`src/rtl/store_buffer.sv`:
```
`timescale 1ns/1ps
// Store buffer: holds dispatched stores until the ROB commits them, drains committed
// stores in order to the dcache and forwards resolved store data to younger loads.
module store_buffer #(
  parameter int SB_ENTRIES      = 4,
  parameter int SB_ENTRY_WIDTH  = 2,
  parameter int ROB_ENTRY_WIDTH = 5,
  parameter int ADDR_WIDTH      = 32,
  parameter int DATA_WIDTH      = 32
) (
  input  logic                       clk_i,
  input  logic                       rst_i,
  input  logic                       alloc_valid_i,
  input  logic [ROB_ENTRY_WIDTH-1:0] alloc_rob_idx_i,
  output logic [SB_ENTRY_WIDTH-1:0]  alloc_idx_o,
  output logic                       full_o,
  output logic                       empty_o,
  input  logic                       exe_valid_i,
  input  logic [SB_ENTRY_WIDTH-1:0]  exe_idx_i,
  input  logic [ADDR_WIDTH-1:0]      exe_addr_i,
  input  logic [DATA_WIDTH-1:0]      exe_data_i,
  input  logic                       exe_byte_i,
  input  logic                       commit_valid_i,
  input  logic [ROB_ENTRY_WIDTH-1:0] commit_rob_idx_i,
  input  logic                       flush_i,
  output logic                       mem_req_o,
  output logic [ADDR_WIDTH-1:0]      mem_addr_o,
  output logic [DATA_WIDTH-1:0]      mem_data_o,
  output logic                       mem_byte_o,
  input  logic                       mem_gnt_i,
  input  logic [ADDR_WIDTH-1:0]      ld_addr_i,
  output logic                       ld_fwd_hit_o,
  output logic [DATA_WIDTH-1:0]      ld_fwd_data_o,
  output logic                       ld_stall_o
);

  typedef logic [SB_ENTRY_WIDTH-1:0] ptr_t;
  typedef logic [SB_ENTRY_WIDTH:0]   cnt_t;

  localparam ptr_t PTR_ONE = ptr_t'(1);

  ptr_t head, cmt, tail;
  cnt_t count;

  logic [ROB_ENTRY_WIDTH-1:0] rob_idx [SB_ENTRIES];
  logic [ADDR_WIDTH-1:0]      addr    [SB_ENTRIES];
  logic [DATA_WIDTH-1:0]      data    [SB_ENTRIES];
  logic [SB_ENTRIES-1:0]      byte_st, addr_valid, committed;

  logic alloc_fire, drain_fire;
  ptr_t cmt_next;
  cnt_t committed_next;

  logic                  fwd_match, fwd_unresolved, fwd_byte;
  logic [DATA_WIDTH-1:0] fwd_data;
  ptr_t                  fwd_idx;
  logic                  unused_ld_lsbs;

  assign full_o      = (count == cnt_t'(SB_ENTRIES));
  assign empty_o     = (count == '0);
  assign alloc_idx_o = tail;

  assign mem_req_o  = committed[head] && !empty_o;
  assign mem_addr_o = addr[head];
  assign mem_data_o = data[head];
  assign mem_byte_o = byte_st[head];

  assign alloc_fire = alloc_valid_i && !full_o && !flush_i;
  assign drain_fire = mem_req_o && mem_gnt_i;
  assign cmt_next   = commit_valid_i ? cmt + PTR_ONE : cmt;

  assign unused_ld_lsbs = ^ld_addr_i[1:0];

  // Number of committed entries once this cycle's commit lands; becomes the count on a flush.
  always_comb begin
    committed_next = cnt_t'(commit_valid_i);
    for (int i = 0; i < SB_ENTRIES; i++)
      committed_next = committed_next + cnt_t'(committed[i]);
  end

  always_ff @(posedge clk_i) begin
    if (!rst_i) begin
      head       <= '0;
      cmt        <= '0;
      tail       <= '0;
      count      <= '0;
      byte_st    <= '0;
      addr_valid <= '0;
      committed  <= '0;
    end else begin
      if (exe_valid_i) begin
        byte_st[exe_idx_i]    <= exe_byte_i;
        addr_valid[exe_idx_i] <= 1'b1;
      end
      if (commit_valid_i)
        committed[cmt] <= 1'b1;
      if (drain_fire) begin
        committed[head]  <= 1'b0;
        addr_valid[head] <= 1'b0;
        head             <= head + PTR_ONE;
      end
      if (flush_i) begin
        for (int i = 0; i < SB_ENTRIES; i++)
          if (!committed[i] && !(commit_valid_i && ptr_t'(i) == cmt))
            addr_valid[i] <= 1'b0;
        tail  <= cmt_next;
        count <= committed_next - cnt_t'(drain_fire);
      end else begin
        if (alloc_fire) begin
          addr_valid[tail] <= 1'b0;
          committed[tail]  <= 1'b0;
          tail             <= tail + PTR_ONE;
        end
        count <= count + cnt_t'(alloc_fire) - cnt_t'(drain_fire);
      end
      cmt <= cmt_next;
    end
  end

  always_ff @(posedge clk_i) begin
    if (exe_valid_i) begin
      addr[exe_idx_i] <= exe_addr_i;
      data[exe_idx_i] <= exe_data_i;
    end
    if (alloc_fire)
      rob_idx[tail] <= alloc_rob_idx_i;
  end

  // Walk oldest to youngest so the last word match seen is the youngest one.
  always_comb begin
    fwd_match      = 1'b0;
    fwd_unresolved = 1'b0;
    fwd_byte       = 1'b0;
    fwd_data       = '0;
    fwd_idx        = head;
    for (int k = 0; k < SB_ENTRIES; k++) begin
      fwd_idx = head + ptr_t'(k);
      if (cnt_t'(k) < count) begin
        if (!addr_valid[fwd_idx]) begin
          fwd_unresolved = 1'b1;
        end else if (addr[fwd_idx][ADDR_WIDTH-1:2] == ld_addr_i[ADDR_WIDTH-1:2]) begin
          fwd_match = 1'b1;
          fwd_data  = data[fwd_idx];
          if (byte_st[fwd_idx])
            fwd_byte = 1'b1;
        end
      end
    end
    ld_stall_o    = fwd_unresolved || fwd_byte;
    ld_fwd_hit_o  = fwd_match && !ld_stall_o;
    ld_fwd_data_o = ld_fwd_hit_o ? fwd_data : '0;
  end

  commit_matches_oldest: assert property (@(posedge clk_i) disable iff (!rst_i)
    commit_valid_i |-> (commit_rob_idx_i == rob_idx[cmt] && addr_valid[cmt]));

endmodule
```
`config.mk`:
```
export PLATFORM = sky130hd
export DESIGN_NAME = store_buffer
export DESIGN_NICKNAME = d
export VERILOG_FILES = /design/src/rtl/store_buffer.sv
export SDC_FILE = /design/constraint.sdc
export NUM_CORES = 1
export LEC_CHECK = 0
export ABC_CLOCK_PERIOD_IN_PS = 6750
export BUFFER_PORTS_ARGS = -buffer_cell sky130_fd_sc_hd__buf_2
export CORE_UTILIZATION = 56
export CTS_BUF_LIST = sky130_fd_sc_hd__clkbuf_4 sky130_fd_sc_hd__clkbuf_8
export DETAILED_ROUTE_END_ITERATION = 8
export PLACE_DENSITY = 0.83
export SYNTH_ARGS = -nofsm -noshare
export SYNTH_HDL_FRONTEND = slang
export SYNTH_SLANG_ARGS = --single-unit
export TNS_END_PERCENT = 100
```
`constraint.sdc`:
```
create_clock -name clk_i -period 6.75 [get_ports clk_i]
set_clock_uncertainty 0.1 [all_clocks]
set_input_delay 1.35 -clock clk_i [delete_from_list [all_inputs] [get_ports clk_i]]
set_output_delay 1.35 -clock clk_i [all_outputs]
set_load 0.1 [all_outputs]
```
==> impl_metrics.csv <==
group,metric,value,unit
power,leakage,6.924,nW
sta,worstMarginPinSlew,1.035,ns
critical_path,endpoint_kind,"primary output",
final_layout,fillerInstances,2290,
logic_synthesis,ys_seq_area_share,42.53,%
critical_path,r2r_slack,2.40,ns
global_routing,first_global_vias,14120,
place,place_congestion,0.9393,
logic_synthesis,synthCells,1358,
critical_path,worstReg2RegEnd,"count[1]",
floorplan,rows,67,
clocking,cts.sinks,279,
detailed_routing,drt_iter0_drc,1888,
logic_synthesis,synth_cell_types,72,
floorplan,core_area,0.03362,mm2
sta,whs,0.4133,ns
logic_synthesis,syn_nets,1495,
sta,post-route-period-util,99.43,%
power,ir_worst_vdd,0.2093,mV
logic_synthesis,async_flop_share,0,%
detailed_routing,ant_nets,0,
logic_synthesis,synth_edf_count,256,
clocking,cts_buffer_depth,3,
clocking,cts_buffers,44,
clocking,htreeDepth,2,
flow_run,cap_violations,0,
clocking,cts_tree,"yes",
place,dp_hpwl,36130,um
final_layout,area_growth_syn_to_layout,15.86,%
critical_path,critPathBufInv,3,
final_layout,ff_latch_area,0.008163,mm2
logic_synthesis,synth_common_cells,"edfxtp_1 (256), mux4_2 (193), mux2i_1 (114)",
floorplan,die-height,187.0,um
sta,setup_viol,0,
global_routing,grt_max_degree,121,
run_status,status,"finished, final reports clean",
floorplan,initial_utilization,56.99,%
final_layout,nets,1654,
global_routing,grt_pass1_wl,83970,um
sta,slew_headroom,31.02,%
clocking,clk_pin_slew,0.07,ns
critical_path,cp-startpoint,"head[1]",
detailed_routing,vias_per_cell,7.043,
logic_synthesis,yosys_warnings,0,
critical_path,start_kind,"register",
clocking,ctsHoldBuffers,0,
floorplan,io_pins,220,
logic_synthesis,ys.flop_type,"edfxtp_1",
sta,rsz0062_at_grt,"no",
logic_synthesis,yosysTopAreaCell,"edfxtp_1",
logic_synthesis,netlist_area,0.01916,mm2
critical_path,worstPathCellList,"inv_2 > ha_4 > mux4_2 > xnor2_1 > o2111ai_1 > or4_4 > or2_4 > buf_4 > nor4b_2 > a211oi_1 > a2111oi_2 > buf_12",
power,power_density,207.5,mW/mm2
critical_path,crit_arrival,5.26,ns
floorplan,dieArea,0.03496,mm2
logic_synthesis,synth.avg_cell_area,14.11,um2
final_layout,drive_gt1_share,38.81,%
detailed_routing,wl_per_cell,27.60,um
worst_hold_path,holdPathStages,2,
critical_path,crit_family,"simple AND/OR/NAND/NOR gates",
worst_hold_path,holdCritPathClass,"register to register",
logic_synthesis,synth_top_cell_area_share,40.13,%
detailed_routing,dr.pass1.iters,7,
sta,maxSlewViolCount,0,
place,placedCellCount,1914,
detailed_routing,drc,0,
sta,clock.fmax,0.1490,GHz
critical_path,worst_path_largest_cell_delay,0.58,ns
critical_path,cpMaxStageDelayCell,"a2111oi_2",
worst_hold_path,worstHoldStart,"byte_st[2]",
detailed_routing,routed_wl,55420,um
final_layout,stdcell_count,2008,
clocking,clockRootBuffer,"clkbuf_8",
place,io_buffer_count,207,
sta,period_needed,6.711,ns
critical_path,cp_max_fo,20,
logic_synthesis,yosysMostFrequentCell,"edfxtp_1",
detailed_routing,dr_total_vias,14140,
global_routing,antenna_found_initial,14,
final_layout,multi_input_area,0.01054,mm2
critical_path,worstSetupPathType,"register to primary output",
critical_path,required,5.30,ns
critical_path,cp.depth,12,
global_routing,track_usage,31.54,%
global_routing,overflow,0,
logic_synthesis,synthTopCellsByArea,"edfxtp_1 (40%), mux4_2 (23%), mux2i_1 (6.0%), xnor2_1 (3.6%), a2111oi_2 (2.4%)",
logic_synthesis,ys_ff_latch,279,
critical_path,reg2reg_depth,12,
sta,hold_violations,0,
critical_path,r2r-start,"head[1]",
critical_path,cp-endpoint,"ld_fwd_data_o[6]",
clocking,clock_latency,0.59,ns
floorplan,die_w,187.0,um
==> sequential cells by signal, indices dropped and copies added (netlist names), named ones only <==
register / flops
addr: 128
data: 128
addr_valid: 4
byte_st: 4
committed: 4
count: 3
alloc_idx_o: 2
cmt: 2
head: 2
==> kinds of logic (layout without fill, tap and decap cells) <==
family	count (synthesis)	after routing	synth area share [%]
XOR/XNOR	110	110	5.029
other	0	9	0
AO/OA/AOI/OAI	177	177	8.033
adder cells (fa/ha/maj)	21	21	1.528
AND/OR/NAND/NOR	285	285	9.215
flip-flops	279	279	42.53
multiplexers	319	319	29.37
buffers and inverters	167	360	4.297
==> timing repair <==
action / in CTS / in global routing
pin swaps: 1 / 2
endpoints found under the setup margin: 29 / 7
setup buffers: 5 / 0
gates resized for setup: 4 / 3
==> worst min path at each step <==
stage,end,slack [ns]
global placement,byte_st[2],0.39
global route,byte_st[2],0.43
floorplan,committed[2],0.37
detailed placement,byte_st[2],0.40
finish,byte_st[2],0.41
CTS,byte_st[2],0.41
==> power by group <==
group	switching, mW	internal [mW]
Combinational	0.705	0.388
Clock	0.690	0.752
Sequential	0.0857	1.98
Total	1.48	3.13
==> placed cells by master, fill, tap and decap left out, types with 5 or more instances in the layout <==
master	instances
edfxtp_1	256
mux4_2	193
buf_2	173
mux2i_1	114
xnor2_1	78
nor2_1	60
clkbuf_8	48
nand3_1	47
a211oi_1	41
buf_12	40
inv_1	34
nand2_1	33
xor2_1	32
and3_1	31
nor4b_2	30
buf_4	30
o21ai_0	23
a21oi_1	21
a2111oi_4	20
dfxtp_1	19
ha_1	16
nor2b_1	13
a2111oi_2	13
nand2b_1	12
clkinv_1	12
nor3_1	10
mux2_2	10
nor4_1	10
nand4_1	10
clkbuf_4	10
diode_2	9
and2_1	8
a221oi_1	6
o2111ai_1	6
a22oi_1	5
clkinv_2	5
==> routing by layer <==
layer / global-route usage [%] / wire, um / up-vias
li1: - / - / 5867
met4: 14.12 / 2436 / 10
met2: 51.08 / 26520 / 1083
met1: 40.52 / 19810 / 6972
met5: 0 / 64 / -
met3: 7.636 / 6586 / 211
==> worst min-delay path, delay by kind of cell (launching register included) <==
kind / cells / cell delay [ns]
AO/OA/AOI/OAI: 2 / 0.14
flip-flops: 1 / 0.33
==> layout make-up <==
cell class                 count  share of cell area [%]
multi-input combinational    912                   47.47
inverter                      35                  0.5919
clock buffer                  58                   3.315
sequential                   279                   36.78
antenna                        9                  0.1015
timing repair buffer         245                   8.625
tap                          448                   2.525
clock inverter                22                  0.5975
==> stage by stage <==
step           setup WS (ns)  util [%]  setup TNS [ns]  power [mW]  instance area [um2]
2_1_floorplan        -0.5594         -          -8.836       2.923                19370
3_3_place_gp          0.2825     63.09               0       3.148                21210
3_5_place_dp          0.1889     63.09               0       3.175                21210
4_1_cts              0.08021     65.87               0       4.600                22140
5_1_grt             0.002679     66.01               0       4.736                22190
6_report             0.03853     66.03               0       4.606                22200
Power figures use the tool's default switching activity.
